$ cat src/rtl/sram_ctrl.sv
// Request-side controller for a single-port SRAM macro: checks alignment and range,
// drives chip-select, byte-lane write enables and replicated write data, and aligns/extends load data.
module sram_ctrl #(
  parameter int          DATAWIDTH = 32,
  parameter int          ADDRWIDTH = 16,
  parameter logic [31:0] MEMBASE   = 32'h0000_0000,
  parameter logic [31:0] MEMTOP    = 32'h0003_FFFF
) (
  input  logic                 clk,
  input  logic                 rst,
  input  logic                 req_valid,
  output logic                 req_ready,
  input  logic                 req_write,
  input  logic [1:0]           req_size,
  input  logic                 req_signed,
  input  logic [31:0]          req_addr,
  input  logic [31:0]          req_wdata,
  output logic                 resp_valid,
  input  logic                 resp_ready,
  output logic [31:0]          resp_rdata,
  output logic                 resp_err,
  output logic [ADDRWIDTH-1:0] sram_addr,
  output logic                 sram_cs,
  output logic [3:0]           sram_we,
  output logic [DATAWIDTH-1:0] sram_wdata,
  input  logic [DATAWIDTH-1:0] sram_rdata
);

  typedef enum logic [1:0] {IDLE, ACCESS, RESP} state_t;

  state_t                 state, state_nxt;
  logic                   r_write;
  logic [1:0]             r_size;
  logic                   r_signed;
  logic [1:0]             r_lane;
  logic [ADDRWIDTH-1:0]   r_word;
  logic [31:0]            r_wdata;
  logic                   r_err;
  logic [31:0]            rdata_q;

  // 33-bit subtractions: the borrow bit flags below-base / above-top without constant compares
  logic [32:0]            base_calc;
  logic [32:0]            top_calc;
  logic                   req_err;
  logic                   unused_bits;

  assign base_calc = {1'b0, req_addr} - {1'b0, MEMBASE};
  assign top_calc  = {1'b0, MEMTOP} - {1'b0, req_addr};
  assign unused_bits = ^{base_calc[31:ADDRWIDTH+2], base_calc[1:0], top_calc[31:0]};

  assign req_err = (req_size == 2'd3)
                 | ((req_size == 2'd1) & req_addr[0])
                 | ((req_size == 2'd2) & (|req_addr[1:0]))
                 | base_calc[32]
                 | top_calc[32];

  logic [3:0]  lane_we;
  logic [31:0] rep_wdata;
  logic [31:0] shifted;
  logic [31:0] load_data;

  always_comb begin
    lane_we   = 4'b1111;
    rep_wdata = r_wdata;
    case (r_size)
      2'd0: begin
        lane_we   = 4'b0001 << r_lane;
        rep_wdata = {4{r_wdata[7:0]}};
      end
      2'd1: begin
        lane_we   = 4'b0011 << r_lane;
        rep_wdata = {2{r_wdata[15:0]}};
      end
      default: ;
    endcase
  end

  assign shifted = sram_rdata >> {r_lane, 3'b000};

  always_comb begin
    load_data = shifted;
    case (r_size)
      2'd0:    load_data = {{24{r_signed & shifted[7]}}, shifted[7:0]};
      2'd1:    load_data = {{16{r_signed & shifted[15]}}, shifted[15:0]};
      default: ;
    endcase
  end

  always_comb begin
    state_nxt  = state;
    req_ready  = 1'b0;
    resp_valid = 1'b0;
    sram_cs    = 1'b0;
    sram_we    = 4'b0000;
    sram_addr  = '0;
    sram_wdata = '0;
    case (state)
      IDLE: begin
        req_ready = 1'b1;
        if (req_valid) state_nxt = ACCESS;
      end
      ACCESS: begin
        if (!r_err) begin
          sram_cs    = 1'b1;
          sram_addr  = r_word;
          sram_we    = r_write ? lane_we : 4'b0000;
          sram_wdata = rep_wdata;
        end
        state_nxt = RESP;
      end
      RESP: begin
        resp_valid = 1'b1;
        if (resp_ready) state_nxt = IDLE;
      end
      default: state_nxt = IDLE;
    endcase
  end

  assign resp_rdata = (state == RESP) ? rdata_q : 32'h0;
  assign resp_err   = (state == RESP) & r_err;

  always_ff @(posedge clk or posedge rst) begin
    if (rst) begin
      state    <= IDLE;
      r_write  <= 1'b0;
      r_size   <= 2'd0;
      r_signed <= 1'b0;
      r_lane   <= 2'd0;
      r_word   <= '0;
      r_wdata  <= 32'h0;
      r_err    <= 1'b0;
      rdata_q  <= 32'h0;
    end else begin
      state <= state_nxt;
      if (state == IDLE && req_valid) begin
        r_write  <= req_write;
        r_size   <= req_size;
        r_signed <= req_signed;
        r_lane   <= req_addr[1:0];
        r_word   <= base_calc[ADDRWIDTH+1:2];
        r_wdata  <= req_wdata;
        r_err    <= req_err;
      end
      if (state == ACCESS)
        rdata_q <= (!r_err && !r_write) ? load_data : 32'h0;
    end
  end

endmodule

$ cat config.mk
export PLATFORM = sky130hd
export DESIGN_NAME = sram_ctrl
export DESIGN_NICKNAME = d
export VERILOG_FILES = /design/src/rtl/sram_ctrl.sv
export SDC_FILE = /design/constraint.sdc
export NUM_CORES = 1
export LEC_CHECK = 0
export ABC_AREA = 0
export CAP_MARGIN = 20
export CELL_PAD_IN_SITES_DETAIL_PLACEMENT = 2
export CELL_PAD_IN_SITES_GLOBAL_PLACEMENT = 2
export CORE_MARGIN = 3
export CORE_UTILIZATION = 38
export CTS_CLUSTER_SIZE = 8
export DETAILED_ROUTE_END_ITERATION = 8
export DONT_BUFFER_PORTS = 1
export MAX_ROUTING_LAYER = met4
export PLACE_DENSITY_LB_ADDON = 0.1
export SLEW_MARGIN = 0
export SYNTH_ARGS = -nofsm -noshare
export SYNTH_HDL_FRONTEND = slang
export SYNTH_SLANG_ARGS = --single-unit
$ cat constraint.sdc
create_clock -name clk -period 3.9 [get_ports clk]
set_input_delay 0.585 -clock clk [delete_from_list [all_inputs] [get_ports clk]]
set_output_delay 0.585 -clock clk [all_outputs]
set_load 0.005 [all_outputs]
# After elaboration in Yosys (flattened, before gate mapping)
# Cells that the tools add are included.
dict set report word_totals {
  reg_bits 89
  input_bits 104
  output_inout_bits 88
  wordCells 56
}
dict set report classes {
  n_addsub 1
  eq_ne 8
  shifts 3
  muxes 19
  bitwise 8
  n_reduce_logical 8
}
# op n
set ops {}
lappend ops {{two-way mux 32 bit} 4}
lappend ops {{case mux 32 bit (2 select lines)} 2}
lappend ops {{subtractor 18 x 32 -> 33 bit, first input constant} 1}
lappend ops {{two-way mux 16 bit} 2}
lappend ops {{>> shifter 32 x 5 -> 32 bit} 1}
lappend ops {{two-way mux 4 bit} 3}
lappend ops {{case mux 4 bit (2 select lines)} 1}
lappend ops {{== test 2 x 1 -> 1 bit, second input constant} 3}
lappend ops {{== test 2 bit, second input constant} 3}
lappend ops {{case mux 2 bit (3 select lines)} 1}
lappend ops {{AND 1 bit} 5}
lappend ops {{logical NOT 2 bit} 2}
lappend ops {{two-way mux 1 bit} 4}
lappend ops {{two-way mux 2 bit} 2}
lappend ops {{inequality test 2 bit, second input constant} 2}
lappend ops {{left shift 1 x 2 -> 4 bit, first input constant} 1}
lappend ops {{left shift 2 x 2 -> 4 bit, first input constant} 1}
lappend ops {{OR 1 bit} 3}
lappend ops {{logical AND 1 bit} 2}
lappend ops {{logical NOT 1 bit} 2}
lappend ops {{AND reduction 2 bit} 1}
lappend ops {{OR reduction 2 bit} 1}

# Longest topological paths before layout
# Gate-level depths: netlist (run 1).
dict set report logic_depth {
  word_depth 5
  mapped_depth 7
  depth_no_buf 5
}

# Worst setup path before layout (run 1)
# No wires, ideal clock.
dict set report synth_timing {
  path_kind {reg2out}
  start {register state[1]}
  end {output port sram_addr[10]}
  arrival_time_ns 1.404
  t_required_ns 3.315
  setup_slack_ns 1.911
  stages_incl_launch_ff 8
  n_path_buf 3
  path_cell_list {dfrtp_1 nand2b_1 buf_2 or2_1 buf_2 inv_2 buf_2 and2_1}
}
dict set report synth_between {
  elab_chain_cells 2
}
# element line
set synth_rtl {}
lappend synth_rtl {{from (decl)} 31} ;# state_t state, state_nxt;
lappend synth_rtl {{from (signal assigned)} 134} ;# state <= state_nxt;
lappend synth_rtl {{== test 2 x 1 -> 1 bit} 97} ;# case (state)
lappend synth_rtl {{two-way mux 16 bit} 97}
lappend synth_rtl {{to (decl)} 22} ;# output logic [ADDRWIDTH-1:0] sram_addr,
# Every way passes these cells.

# Worst setup path in the final report (run 1)
dict set report layout_timing {
  start {register state[1]}
  end {output port sram_we[2]}
}
dict set report layout_between {
  elab_chain_cells 2
}
# element line
set layout_rtl {}
lappend layout_rtl {{== test 2 x 1 -> 1 bit} 97}
lappend layout_rtl {{two-way mux 4 bit} 97}
lappend layout_rtl {{to (decl)} 24} ;# output logic [3:0] sram_we,
# Every way passes these cells.

==> results.txt, run 1 <==
outcome - complete, no violations
gr ovfl total - 0
CP delay by family, top - simple AND/OR/NAND/NOR gates
average cell area after synthesis - 10.22 µm²
critical path type - reg -> out
period utilization - 79.87%
worst-skew pair later-pin latency - 340 ps
CP arrival - 2530 ps
Critical Path RT - 3310 ps
Wirelength per Cell - 23.25 µm
Synthesized Nets - 577
fillers - 1317
Buf+Inv Stages, Crit Path - 1
num ports - 192
CTS tree - built
#FFs+latches synth - 89
synth warn - 0
Worst setup EP type - output port
Final Cell Area - 0.005230 mm²
Largest stage delay, worst path - 550 ps
Root Driver - clkbuf_16
CTS Buffer Depth - 2
synthesis-to-finish area growth - 8.234%
synth unique cells - 38
CTS Buf Count - 9
leakage - 2.299 nW
Fin Clk Skew - 3.735 ps
die area - 0.01411 mm²
r2r worst-path depth - 5
All-Layer GR Usage - 21.43%
chip width - 118.8 µm
PD cells - 723.4 mW/mm²
DRC errors left - 0
crit start category - register
vias in the first global route - 3968
initial antenna violation count - 1
multi-input logic area - 0.002400 mm²
vias - 3543
I/O Buffers - 0
gpl congestion - 0.7823
Slowest cell on crit path - or2_1
register area share after synthesis - 46.09%
HPWL Detailed - 10.85 mm
final wirelength - 14.62 mm
# Post-CTS Setup Buffers - 0
Non-Filler Instances - 629
share of post-route cells with drive strength above 1 - 18.91%
min Tclk post-route - 3115 ps
core area - 0.01221 mm²
post-CTS sizing - 0
drt first-iter violations - 150
RSZ-0062 raised after global routing - false
post-cts hold buffer count - 0
FF-to-FF Start - r_lane[1]
antenna viol nets, final - 0
CP Max Fanout - 26
RR Endpoint - rdata_q[11]
Reg clk slew, reported paths - 60 ps
Rel. slew slack - 37.36%
DRT Pass-1 Iters - 4
register area - 0.002227 mm²
Post-Syn Instances - 473
Placed Cells - 612
worst min path class - in -> async
fmax - 321.0 MHz
largest net degree at the start of global routing - 58
crit-path cells - nand2b_1 -> or2_1 -> inv_2 -> nand2_1 -> a21oi_1
H-tree depth - 3
placed cell areas - 0.004938 mm²
Worst-Margin Slew - 939.6 ps
DR vias/cell - 5.633
worst vdd ir - 323.5 µV
first-pass GRT wire length - 22.91 mm
Initial Util - 39.57%
std cell rows - 40
Final Hold Vio Count - 0
final setup violating endpoints - 0
Mapped Area - 0.004832 mm²
Max-Cap Viols - 0
Min Hold Slack - 225.8 ps
# nets final - 559
Slew Viols, Final - 0
die height - 118.8 µm
CTS sink cnt - 89
fin util - 42.83%
setup TNS - 0 ps
r2r setup slk - 1510 ps
## cells by family (layout without fill, tap and decap cells)
family / count (synthesis) / after routing / share of synthesized area [%]
DFF: 89 / 89 / 46.09
and+or+nand+nor: 162 / 162 / 17.53
other: 0 / 1 / 0
AOI/OAI and AO/OA: 86 / 86 / 10.80
buffers and inverters: 42 / 29 / 4.324
xor gates and xnor gates: 1 / 1 / 0.1813
muxes: 93 / 93 / 21.08
## layout by cell type (no fill, tap or decap), drive strengths merged, types with 2 or more instances in the layout
cell / count
a21oi: 27
a22o: 8
a22oi: 16
and2: 58
and3: 2
buf: 8
clkbuf: 11
clkinv: 3
dfrtp: 89
inv: 5
mux2: 60
mux2i: 32
nand2: 53
nand3b: 8
nor2: 30
nor3: 2
nor4: 3
o21ai: 29
## worst max-delay path by stage
stage	depth (start not counted)	endpoint	from
floorplan	1	r_err	rst
global placement	5	sram_we[2]	state[1]
detailed placement	5	sram_we[2]	state[1]
CTS	5	sram_we[2]	state[1]
global route	5	sram_we[2]	state[1]
finish	5	sram_we[2]	state[1]
## Yosys cell counts
cell type / instances / share of area, %
mux2_1: 3 / 0.70
or2_1: 1 / 0.13
nor4b_4: 1 / 0.49
buf_4: 5 / 0.78
nor3_1: 1 / 0.10
nor2b_1: 1 / 0.13
inv_2: 1 / 0.078
nand2_1: 53 / 4.1
a31oi_1: 1 / 0.13
o21a_1: 1 / 0.16
o21bai_1: 1 / 0.16
buf_6: 2 / 0.47
nor4_1: 3 / 0.39
a22oi_1: 16 / 2.5
o22ai_1: 1 / 0.13
mux2i_1: 32 / 6.6
o21ai_1: 6 / 0.62
a21oi_1: 27 / 2.8
and3_1: 2 / 0.26
nor3_4: 1 / 0.34
nand2b_1: 1 / 0.13
or4b_1: 1 / 0.21
buf_1: 1 / 0.078
clkbuf_1: 15 / 1.2
dfrtp_1: 89 / 46
and2_1: 58 / 7.5
nor2_1: 30 / 2.3
o32ai_1: 1 / 0.18
a22o_1: 8 / 1.5
nand3b_1: 8 / 1.2
o2111ai_2: 1 / 0.31
xnor2_1: 1 / 0.18
o21ai_0: 23 / 2.4
inv_1: 4 / 0.31
or4_1: 1 / 0.16
buf_2: 14 / 1.5
mux4_2: 1 / 0.47
mux2_2: 57 / 13
## metrics by stage
stage | worst slack (ps) | total power, mW
6_report | 785.1 | 3.783
5_1_grt | 465.1 | 4.057
4_1_cts | 653.1 | 3.840
3_5_place_dp | 1041 | 2.963
3_3_place_gp | 1111 | 2.868
2_1_floorplan | 1008 | 2.557
## layout make-up
cell class | instances | area share [%]
sequential | 89 | 42.58
tap | 168 | 4.019
timing repair buffer | 8 | 1.531
inverter | 5 | 0.4067
clock buffer | 11 | 4.450
multi-input combinational | 342 | 45.89
clock inverter | 5 | 1.077
antenna | 1 | 0.04785
## per-layer routing
layer,vias up,wire length (µm),GRT usage (%)
met5,-,0,-
met2,118,7413,35.42
li1,1600,-,-
met1,1813,6095,25.55
met4,0,185,6.300
met3,12,927,6.124
## registers in the layout, indices dropped and copies added, names as in the netlist, 2 cells and up
signal,flops
r_lane,2
r_size,2
r_wdata,32
r_word,16
rdata_q,32
state,2
## power by group
| group | total, mW | internal (mW) | switching (mW) |
|---|---|---|---|
| Sequential | 1.49 | 1.22 | 0.268 |
| Combinational | 1.43 | 0.647 | 0.785 |
| Clock | 0.864 | 0.496 | 0.368 |
| Total | 3.78 | 2.36 | 1.42 |
Note: power is estimated with default switching activity, not from simulation.
==> run 2: changes to the inputs <==
==> constraint.sdc (replaced) <==
create_clock -name clk -period 3.1 [get_ports clk]
set_input_delay 0.465 -clock clk [delete_from_list [all_inputs] [get_ports clk]]
set_output_delay 0.465 -clock clk [all_outputs]
set_load 0.005 [all_outputs]
==> run 2 against run 1 <==
Against the previous run: clock-buffer cell count decreased by 1; sequential share of layout area about the same; first-iteration DRC count decreased by 8.7%.
==> results.txt, run 2 (same netlist as run 1, synthesis figures left out) <==
Min Hold Slack - 118.8 ps
HPWL Detailed - 10.72 mm
Final Cell Area - 0.005229 mm²
chip width - 118.8 µm
crit start category - register
final wirelength - 14.68 mm
drt first-iter violations - 137
Largest stage delay, worst path - 440 ps
Max-Cap Viols - 0
initial antenna violation count - 1
most frequent cells in the layout - 89 x dfrtp_1, 57 x mux2_2, 57 x and2_1, 53 x nand2_1, 32 x mux2i_1
Largest regs - r_wdata: 32 flops, rdata_q: 32 flops, r_word: 16 flops
PD cells - 906.3 mW/mm²
I/O Buffers - 0
power after layout - 4.739 mW
outcome - complete, no violations
CTS tree - built
placed cell areas - 0.004938 mm²
Fin Clk Skew - 9.493 ps
Slowest cell on crit path - dfrtp_1
register area - 0.002227 mm²
Worst setup EP type - output port
worst min path class - in -> async
min Tclk post-route - 2710 ps
die height - 118.8 µm
setup TNS - 0 ps
CTS sink cnt - 89
CP arrival - 2250 ps
multi-input logic area - 0.002400 mm²
CP delay by family, top - simple AND/OR/NAND/NOR gates
std cell rows - 40
synthesis-to-finish area growth - 8.208%
H-tree depth - 3
FF-to-FF Start - r_size[0]
critical path type - reg -> out
Reg clk slew, reported paths - 70 ps
Rel. slew slack - 44.28%
core area - 0.01221 mm²
CP Max Fanout - 26
vias - 3590
final setup violating endpoints - 0
die area - 0.01411 mm²
DRC errors left - 0
Critical Path RT - 2630 ps
fmax - 369.0 MHz
# Post-CTS Setup Buffers - 0
Initial Util - 39.57%
first-pass GRT wire length - 23.11 mm
num ports - 192
CTS Buf Count - 9
worst vdd ir - 412.4 µV
crit-path cells - nand2b_1 -> or2_1 -> buf_4 -> inv_2 -> nand2_1 -> a21oi_1
share of post-route cells with drive strength above 1 - 19.31%
DRT Pass-1 Iters - 4
vias in the first global route - 3944
period utilization - 87.42%
final worst setup slack - 390.0 ps
Worst-Margin Slew - 835.7 ps
largest net degree at the start of global routing - 62
worst-skew pair later-pin latency - 350 ps
Root Driver - clkbuf_16
leakage - 2.306 nW
Wirelength per Cell - 23.30 µm
All-Layer GR Usage - 21.51%
Buf+Inv Stages, Crit Path - 2
pre-CTS setup slack - 696.9 ps
RSZ-0062 raised after global routing - false
CTS Buffer Depth - 2
most common cell after layout, fill and taps aside - dfrtp_1
Final Hold Vio Count - 0
crit path launch - state[1]
gpl congestion - 0.7771
fillers - 1329
post-cts hold buffer count - 0
# nets final - 560
Slew Viols, Final - 0
gr ovfl total - 0
antenna viol nets, final - 0
post-CTS sizing - 0
DR vias/cell - 5.698
-- run 2: cell types whose count changed in the layout (fill, tap and decap cells not counted) --
cell / change
clkinv_2: +2
clkbuf_1: -1
buf_12: +1
buf_4: +1
clkinvlp_4: -1
buf_16: -1
-- run 2: cell type report --
cell class / count / area share [%]
Sequential cell: 89 / 42.59
Clock buffer: 10 / 4.379
Tap cell: 168 / 4.020
Timing Repair Buffer: 9 / 1.531
Inverter: 5 / 0.4068
Antenna cell: 1 / 0.04786
Clock inverter: 6 / 1.125
Multi-Input combinational cell: 342 / 45.90
-- run 2: where the power goes --
part	total, mW	internal (mW)	switching (mW)
Clock	1.09	0.621	0.466
Combinational	1.70	0.795	0.908
Sequential	1.95	1.53	0.416
-- run 2: metal layers --
| layer | wire [µm] | vias up | global-route usage [%] | part of all wire [%] |
|---|---|---|---|---|
| met2 | 7289 | 133 | 34.14 | 50 |
| met4 | 292 | 0 | 8.110 | 2.0 |
| li1 | - | 1597 | - | - |
| met1 | 6065 | 1839 | 25.97 | 41 |
| met3 | 1034 | 21 | 6.364 | 7.0 |
| met5 | 0 | - | - | 0 |
-- run 2: worst paths after layout --
kind / to / slack, ps / cells past startpoint
worst max-delay path: sram_we[2] / 390 / 6
worst min-delay path: rdata_q[6] / 120 / 1
worst max register to register: rdata_q[13] / 900 / 4
worst min register to register: r_word[4] / 480 / 1
max in group asynchronous: rdata_q[23] / 2230 / 2
min in group clk: state[1] / 230 / 1
-- run 2: worst register-to-register path: stages (launching register included) --
cell	delay, ps
dfrtp_1	630
nor2_1	740
and3_1	450
a21oi_1	100
o21ai_0	200
-- run 2: per-stage QoR --
stage               std cells  utilization (%)
floorplan                 473                -
global placement          613            40.44
detailed placement        613            40.44
CTS                       629            42.80
global route              630            42.82
finish                    630            42.82
==> run 3: changes to the inputs <==
--- a/config.mk
+++ b/config.mk
@@ -9,6 +9,7 @@
 export CAP_MARGIN = 20
 export CELL_PAD_IN_SITES_DETAIL_PLACEMENT = 2
 export CELL_PAD_IN_SITES_GLOBAL_PLACEMENT = 2
+export CORE_ASPECT_RATIO = 0.9
 export CORE_MARGIN = 3
 export CORE_UTILIZATION = 38
 export CTS_CLUSTER_SIZE = 8
==> run 3 against run 2 <==
Against the previous run: largest power group unchanged; wire length rose by 1.8%; critical path depth did not move; sequential power fell by 2%.
==> results.txt, run 3 (same netlist as run 1, synthesis figures left out) <==
outcome - complete, no violations
I/O Buffers - 0
worst vdd ir - 414.7 µV
HPWL Detailed - 11.12 mm
chip width - 124.9 µm
Non-Filler Instances - 622
final setup violating endpoints - 0
Wirelength per Cell - 24.04 µm
Worst-Margin Slew - 889.7 ps
share of post-route cells with drive strength above 1 - 19.52%
min Tclk post-route - 2809 ps
first-pass GRT wire length - 23.30 mm
worst min path class - in -> async
worst-skew pair later-pin latency - 340 ps
crit start category - register
Min Hold Slack - 86.58 ps
initial antenna violation count - 1
sequential power share - 39.9%
std cell rows - 38
synthesis-to-finish area growth - 8.338%
clock share of power - 23.8%
vias in the first global route - 3832
Combinational Power Share - 36.3%
period utilization - 90.61%
drt first-iter violations - 136
r2r setup slk - 640 ps
power after layout - 4.797 mW
fmax - 356.0 MHz
NetSw - 1.787 mW
PD cells - 916.3 mW/mm²
most frequent cells in the layout - 89 x dfrtp_1, 57 x mux2_2, 57 x and2_1, 53 x nand2_1, 32 x mux2i_1
Max-Cap Viols - 0
gpl congestion - 0.8023
setup TNS - 0 ps
CTS sink cnt - 89
All-Layer GR Usage - 22.10%
CTS Buffer Depth - 2
CP arrival - 2340 ps
Placed Cells - 605
Fin Clk Skew - 4.334 ps
pre-CTS setup slack - 631.2 ps
RSZ-0062 raised after global routing - false
antenna viol nets, final - 0
# nets final - 560
final wirelength - 14.95 mm
Slew Viols, Final - 0
CP Max Fanout - 26
die height - 113.0 µm
DR vias/cell - 5.640
gr ovfl total - 0
Final Hold Vio Count - 0
num ports - 192
# Post-CTS Setup Buffers - 0
P_int - 3.010 mW
Worst setup EP type - output port
CTS Buf Count - 9
critical path type - reg -> out
largest net degree at the start of global routing - 60
Reg clk slew, reported paths - 60 ps
H-tree depth - 3
core area - 0.01222 mm²
Largest regs - r_wdata: 32 flops, rdata_q: 32 flops, r_word: 16 flops
DRC errors left - 0
Rel. slew slack - 40.69%
final worst setup slack - 291.2 ps
die area - 0.01411 mm²
post-CTS sizing - 0
vias - 3508
leakage - 2.307 nW
CTS tree - built
most common cell after layout, fill and taps aside - dfrtp_1
post-cts hold buffer count - 0
Critical Path RT - 2630 ps
DRT Pass-1 Iters - 4
switching share of power - 37.25%
Initial Util - 39.55%
Root Driver - clkbuf_16
==> run 3: critical path: stages (launching register included) <==
cell and delay [ps]:
dfrtp_1 440, nand2b_1 190, or2_1 230, buf_4 230, inv_2 350, nand2_1 230, a21oi_1 340
==> run 3: worst paths after layout <==
kind                            cells after the start         from          end
worst max-delay path                                6     state[1]   sram_we[2]
worst min-delay path                                1          rst  rdata_q[14]
worst max register to register                      4    r_lane[1]  rdata_q[22]
worst min register to register                      1    r_word[4]    r_word[4]
max in group asynchronous                           2          rst   rdata_q[9]
min in group clk                                    1  req_addr[6]    r_word[4]
==> run 3: metrics by stage <==
step / area (µm²) / util (%)
CTS: 5233 / 42.82
finish: 5235 / 42.84
floorplan: 4832 / -
global placement: 4916 / 40.23
global route: 5235 / 42.84
detailed placement: 4916 / 40.23
==> run 3: area by class of cell <==
cell class	count	area [µm²]
antenna	1	2.502
clock buffer	12	266.5
clock inverter	4	50.05
fill	1289	6984
inverter	5	21.27
multi-input combinational	342	2400
sequential	89	2227
tap	160	200.2
timing repair buffer	9	67.56
==> run 3: per-layer routing <==
metal  vias to the layer above  global-route usage, %  part of all wire, %
met2                       120                  33.61                   46
met5                         -                      -                    0
li1                       1597                      -                    -
met4                         0                  5.564                  1.5
met3                        14                  5.805                  5.7
met1                      1777                  29.76                   47
==> run 3: power groups by stage <==
stage | clock network [mW] | logic (mW) | registers, mW
finish | 1.14 | 1.74 | 1.91
global route | 1.22 | 1.94 | 2.00
CTS | 1.17 | 1.76 | 1.92
detailed placement | 0 | 1.75 | 1.94
global placement | 0 | 1.69 | 1.90
floorplan | 0 | 1.48 | 1.74
==> edit 1, RTL diff (settings of run 2) <==
Reset style: synchronous (`rst`), changed in one clocked block.
--- a/src/rtl/sram_ctrl.sv
+++ b/src/rtl/sram_ctrl.sv
@@ -121,3 +121,3 @@
 
-  always_ff @(posedge clk or posedge rst) begin
+  always_ff @(posedge clk) begin
     if (rst) begin
Behaviour: differs if rst is asserted again (counterexample within 4 cycles, from zero or initial values and one cycle with rst high); with rst held inactive, the same outputs for 10 cycles.
==> edit 1 against run 2 <==
  * Critical path depth did not move
  * Worst setup slack improved by 0.14 ns
  * Non-clock buffer count rose by 2
  * Sequential cell count did not move
  * Synthesized area fell by 6.2%
  * Count of clock-buffer cells in the layout rose by 4
  * Hold slack improved by 0.071 ns
  * Wire length rose by 3.5%
  * Highest routed layer unchanged
  * Cell area fell by 5.8%
Power is not compared: it rests on default switching activity, and its combinational part moved more than twofold at a synthesized area within 25%.
==> edit 1: results (changes against run 2) <==
post-synth cell types 36 (was 38); GRT Overall Usage 0.235 (was 0.215); Max transition margin 0.479 (was 0.443); largest cells by area after synthesis dfxtp_1, nand2_1, a21oi_1 (was dfrtp_1, mux2_2, and2_1); Iter 0 DRT Violations 182 (was 137); DR vias 4058 (was 3590); worst min path class in2reg (was in2async); Hold WS 0.190 ns (was 0.119 ns); metal2 WL 7370 µm (was 7290 µm); M1 WL 6460 µm (was 6070 µm); asr flop ratio synth 0 (was 1.00); post-placement cell area 4600 µm² (was 4940 µm²); HPWL Detailed 10600 µm (was 10700 µm); Arrival @ worst endpoint 2.10 ns (was 2.25 ns); first-pass GRT wire length 23400 µm (was 23100 µm); outcome finished, final reports clean (unchanged); fin nets 660 (was 560); placed cell count 687 (was 613); n_diodes 0 (was 1); DR WL/cell 21.6 µm (was 23.3 µm); f_max 389 MHz (was 369 MHz); initial antenna violation count 0 (was 1); ys flop type dfxtp_1 (was dfrtp_1); clock skew 0.00575 ns (was 0.00949 ns); Synth Instances 582 (was 473); layout filler cell count 1277 (was 1329); part of the Yosys area used for sequential elements 0.393 (was 0.461); Met3 Wirelength 1110 µm (was 1030 µm); vias in the first global route 4298 (was 3944); Placer Congestion 0.791 (was 0.777); reg2reg end rdata_q[23] (was rdata_q[13])
edit 1: changes by cell type after synthesis, moves of 17 or more:
cell             run 2  this run
a21oi_1             27        84
mux2_2              57         9
nand2_1             53       142
clkbuf_1            15        32
dfrtp_1             89         0
dfxtp_1              0        89
edit 1: power by group:
group          switching (µW)  internal [µW]
Combinational             195            127
Clock                     462            691
Sequential               50.2           1200
Total                     707           2020
edit 1: kinds of logic after synthesis:
group,synth area share
and+or+nand+nor,0.273
AOI/OAI and AO/OA,0.173
DFF,0.393
buffers and inverters,0.0461
muxes,0.115
edit 1: final cells by class:
type	count	area [µm²]	share of cell area
inverters	2	7.51	0.00152
flip-flops and latches	89	1780	0.362
multi-input cells	443	2550	0.518
clock buffers	14	274	0.0556
well taps	143	179	0.0363
repair buffers	11	95.1	0.0193
clock inverters	2	35.0	0.00711
edit 1: critical path: stages (launching register included):
cell and delay (ns):
dfxtp_1 0.36, nand2b_1 0.17, or2_1 0.22, buf_4 0.23, inv_2 0.35, nand2_1 0.20
a21oi_1 0.22
==> edit 2, RTL diff (settings of run 2) <==
Made on the original files. Change the parameter `MEMTOP` from 32'h0003_FFFF to 32'h00020000.
--- a/src/rtl/sram_ctrl.sv
+++ b/src/rtl/sram_ctrl.sv
@@ -6,3 +6,3 @@
   parameter logic [31:0] MEMBASE   = 32'h0000_0000,
-  parameter logic [31:0] MEMTOP    = 32'h0003_FFFF
+  parameter logic [31:0] MEMTOP    = 32'h00020000
 ) (
Check against the original RTL: not equivalent (a bounded check fails within 4 cycles, from zero or initial values and one cycle with rst high).
==> edit 2 against run 2 <==
  * Cell area grew 1.2%
  * Non-clock buffer count grew 5
  * Wire length grew 1.6%
  * Final cell count grew 0.32%
  * Worst setup slack lost 0.017 ns
  * Critical path depth shrank 1
  * Total power shrank 0.83%
  * Sequential cell count is the same
  * Die area grew 0.42%
  * Synthesized area grew 0.44%
  * Clock skew shrank 0.0056 ns
  * Count of clock-buffer cells in the layout grew 2
  * Via count shrank 0.11%
  * Critical path type unchanged
  * Critical endpoint is now sram_we[0]
  * Highest routed layer unchanged
==> edit 2: results (changes against run 2) <==
LEAKAGE 0.00225 µW (was 0.00231 µW); vias per cell 5.67 (was 5.70); HPWL Detailed 10900 µm (was 10700 µm); final wirelength 14900 µm (was 14700 µm); vias in the first global route 4021 (was 3944); proportion of layout cells with a drive suffix above 1 0.239 (was 0.193); GRT Overall Usage 0.217 (was 0.215); maximum vdd drop 0.351 mV (was 0.412 mV); largest net degree at the start of global routing 59 (was 62); postcts setup bufs 0 (unchanged); Setup WS pre-CTS 0.730 ns (was 0.697 ns); Crit Path Max Fanout 17 (was 26); biggest regs r_wdata: 32 flops, rdata_q: 32 flops, r_word: 16 flops (unchanged); Clock Tree Root clkbuf_16 (unchanged); drt first pass iters 4 (unchanged); r2r startpoint state[1] (was r_size[0]); Placer Congestion 0.804 (was 0.777); reg2reg end rdata_q[30] (was rdata_q[13]); IO buf count 0 (unchanged); Worst Tran Pin Value 0.882 ns (was 0.836 ns); first-pass GRT wire length 23400 µm (was 23100 µm); worst min path class in2async (unchanged); part of the Yosys area used for sequential elements 0.459 (was 0.461); critical path's largest stage delay 0.42 ns (was 0.44 ns); fin nets 561 (was 560); asr flop ratio synth 1.00 (unchanged); CP max stage cell inv_1 (was dfrtp_1); Post-Syn Nets 573 (was 577); Syn. warnings 0 (unchanged); outcome finished, final reports clean (unchanged); initial antenna violation count 4 (was 1); CP delay by family, top simple AND/OR/NAND/NOR gates (unchanged); Post-synth top cells dfrtp_1, mux2_2, and2_1 (was dfrtp_1, and2_1, mux2_2); clock skew 0.00391 ns (was 0.00949 ns); worst reg-to-reg setup slack 0.84 ns (was 0.90 ns); # H-tree levels 3 (unchanged); clk slew on worst S/H paths approximately 0.060 ns; post-synth cell types 33 (was 38); Iter 0 DRT Violations 168 (was 137); Hold WS 0.0942 ns (was 0.119 ns); largest cells by area after synthesis dfrtp_1, mux2_2, and2_1 (unchanged)
## edit 2: cell types whose count changed after synthesis, moves of 6 or more
cell      delta
nand2_1     -18
a22oi_1     -16
clkbuf_1    +13
a221o_2     +10
a21oi_1      +9
buf_2        -9
nor2_1       +8
a22o_1       -7
a221o_1      +6
o21ai_1      -6
## edit 2: worst max path at each step
stage             start            end  slack (ns)  depth (start not counted)
3_3_place_gp   state[1]  sram_wdata[5]        0.80                          5
2_1_floorplan       rst          r_err        0.33                          1
6_report       state[1]     sram_we[0]        0.37                          5
4_1_cts        state[1]  sram_addr[14]        0.34                          5
3_5_place_dp   state[1]  sram_addr[14]        0.73                          5
5_1_grt        state[1]     sram_we[1]        0.15                          5
## edit 2: layer usage
metal	up-vias	wire length, µm	track usage
met4	0	244	0.0673
li1	1619	-	-
met5	-	0	-
met2	118	7660	0.363
met3	16	986	0.0703
met1	1833	6020	0.246
## edit 2: power by group
| part | leakage [µW] | total (µW) | switching, µW | internal (µW) |
|---|---|---|---|---|
| Clock | 0.000135 | 1040 | 464 | 581 |
| Combinational | 0.00101 | 1770 | 937 | 834 |
| Sequential | 0.00111 | 1880 | 350 | 1530 |
## edit 2: metrics by stage
step	area, µm²	instances	utilization
after detailed placement	5010	614	0.409
final	5290	632	0.432
after global routing	5290	632	0.432
after CTS	5280	628	0.431
after floorplan	4850	469	-
after global placement	5010	614	0.409
## edit 2: final cells by class
class,instances,area [µm²]
diodes,4,10.0
clock buffers,12,256
clock inverters,2,13.8
fillers,1278,6970
inverters,4,17.5
multi-input cells,339,2450
flip-flops and latches,89,2230
well taps,168,210
repair buffers,14,105
## edit 2: cell families after synthesis
kind of cell | synth area share
muxes | 0.217
AOI/OAI and AO/OA | 0.109
DFF | 0.459
buffers and inverters | 0.0376
and+or+nand+nor | 0.178
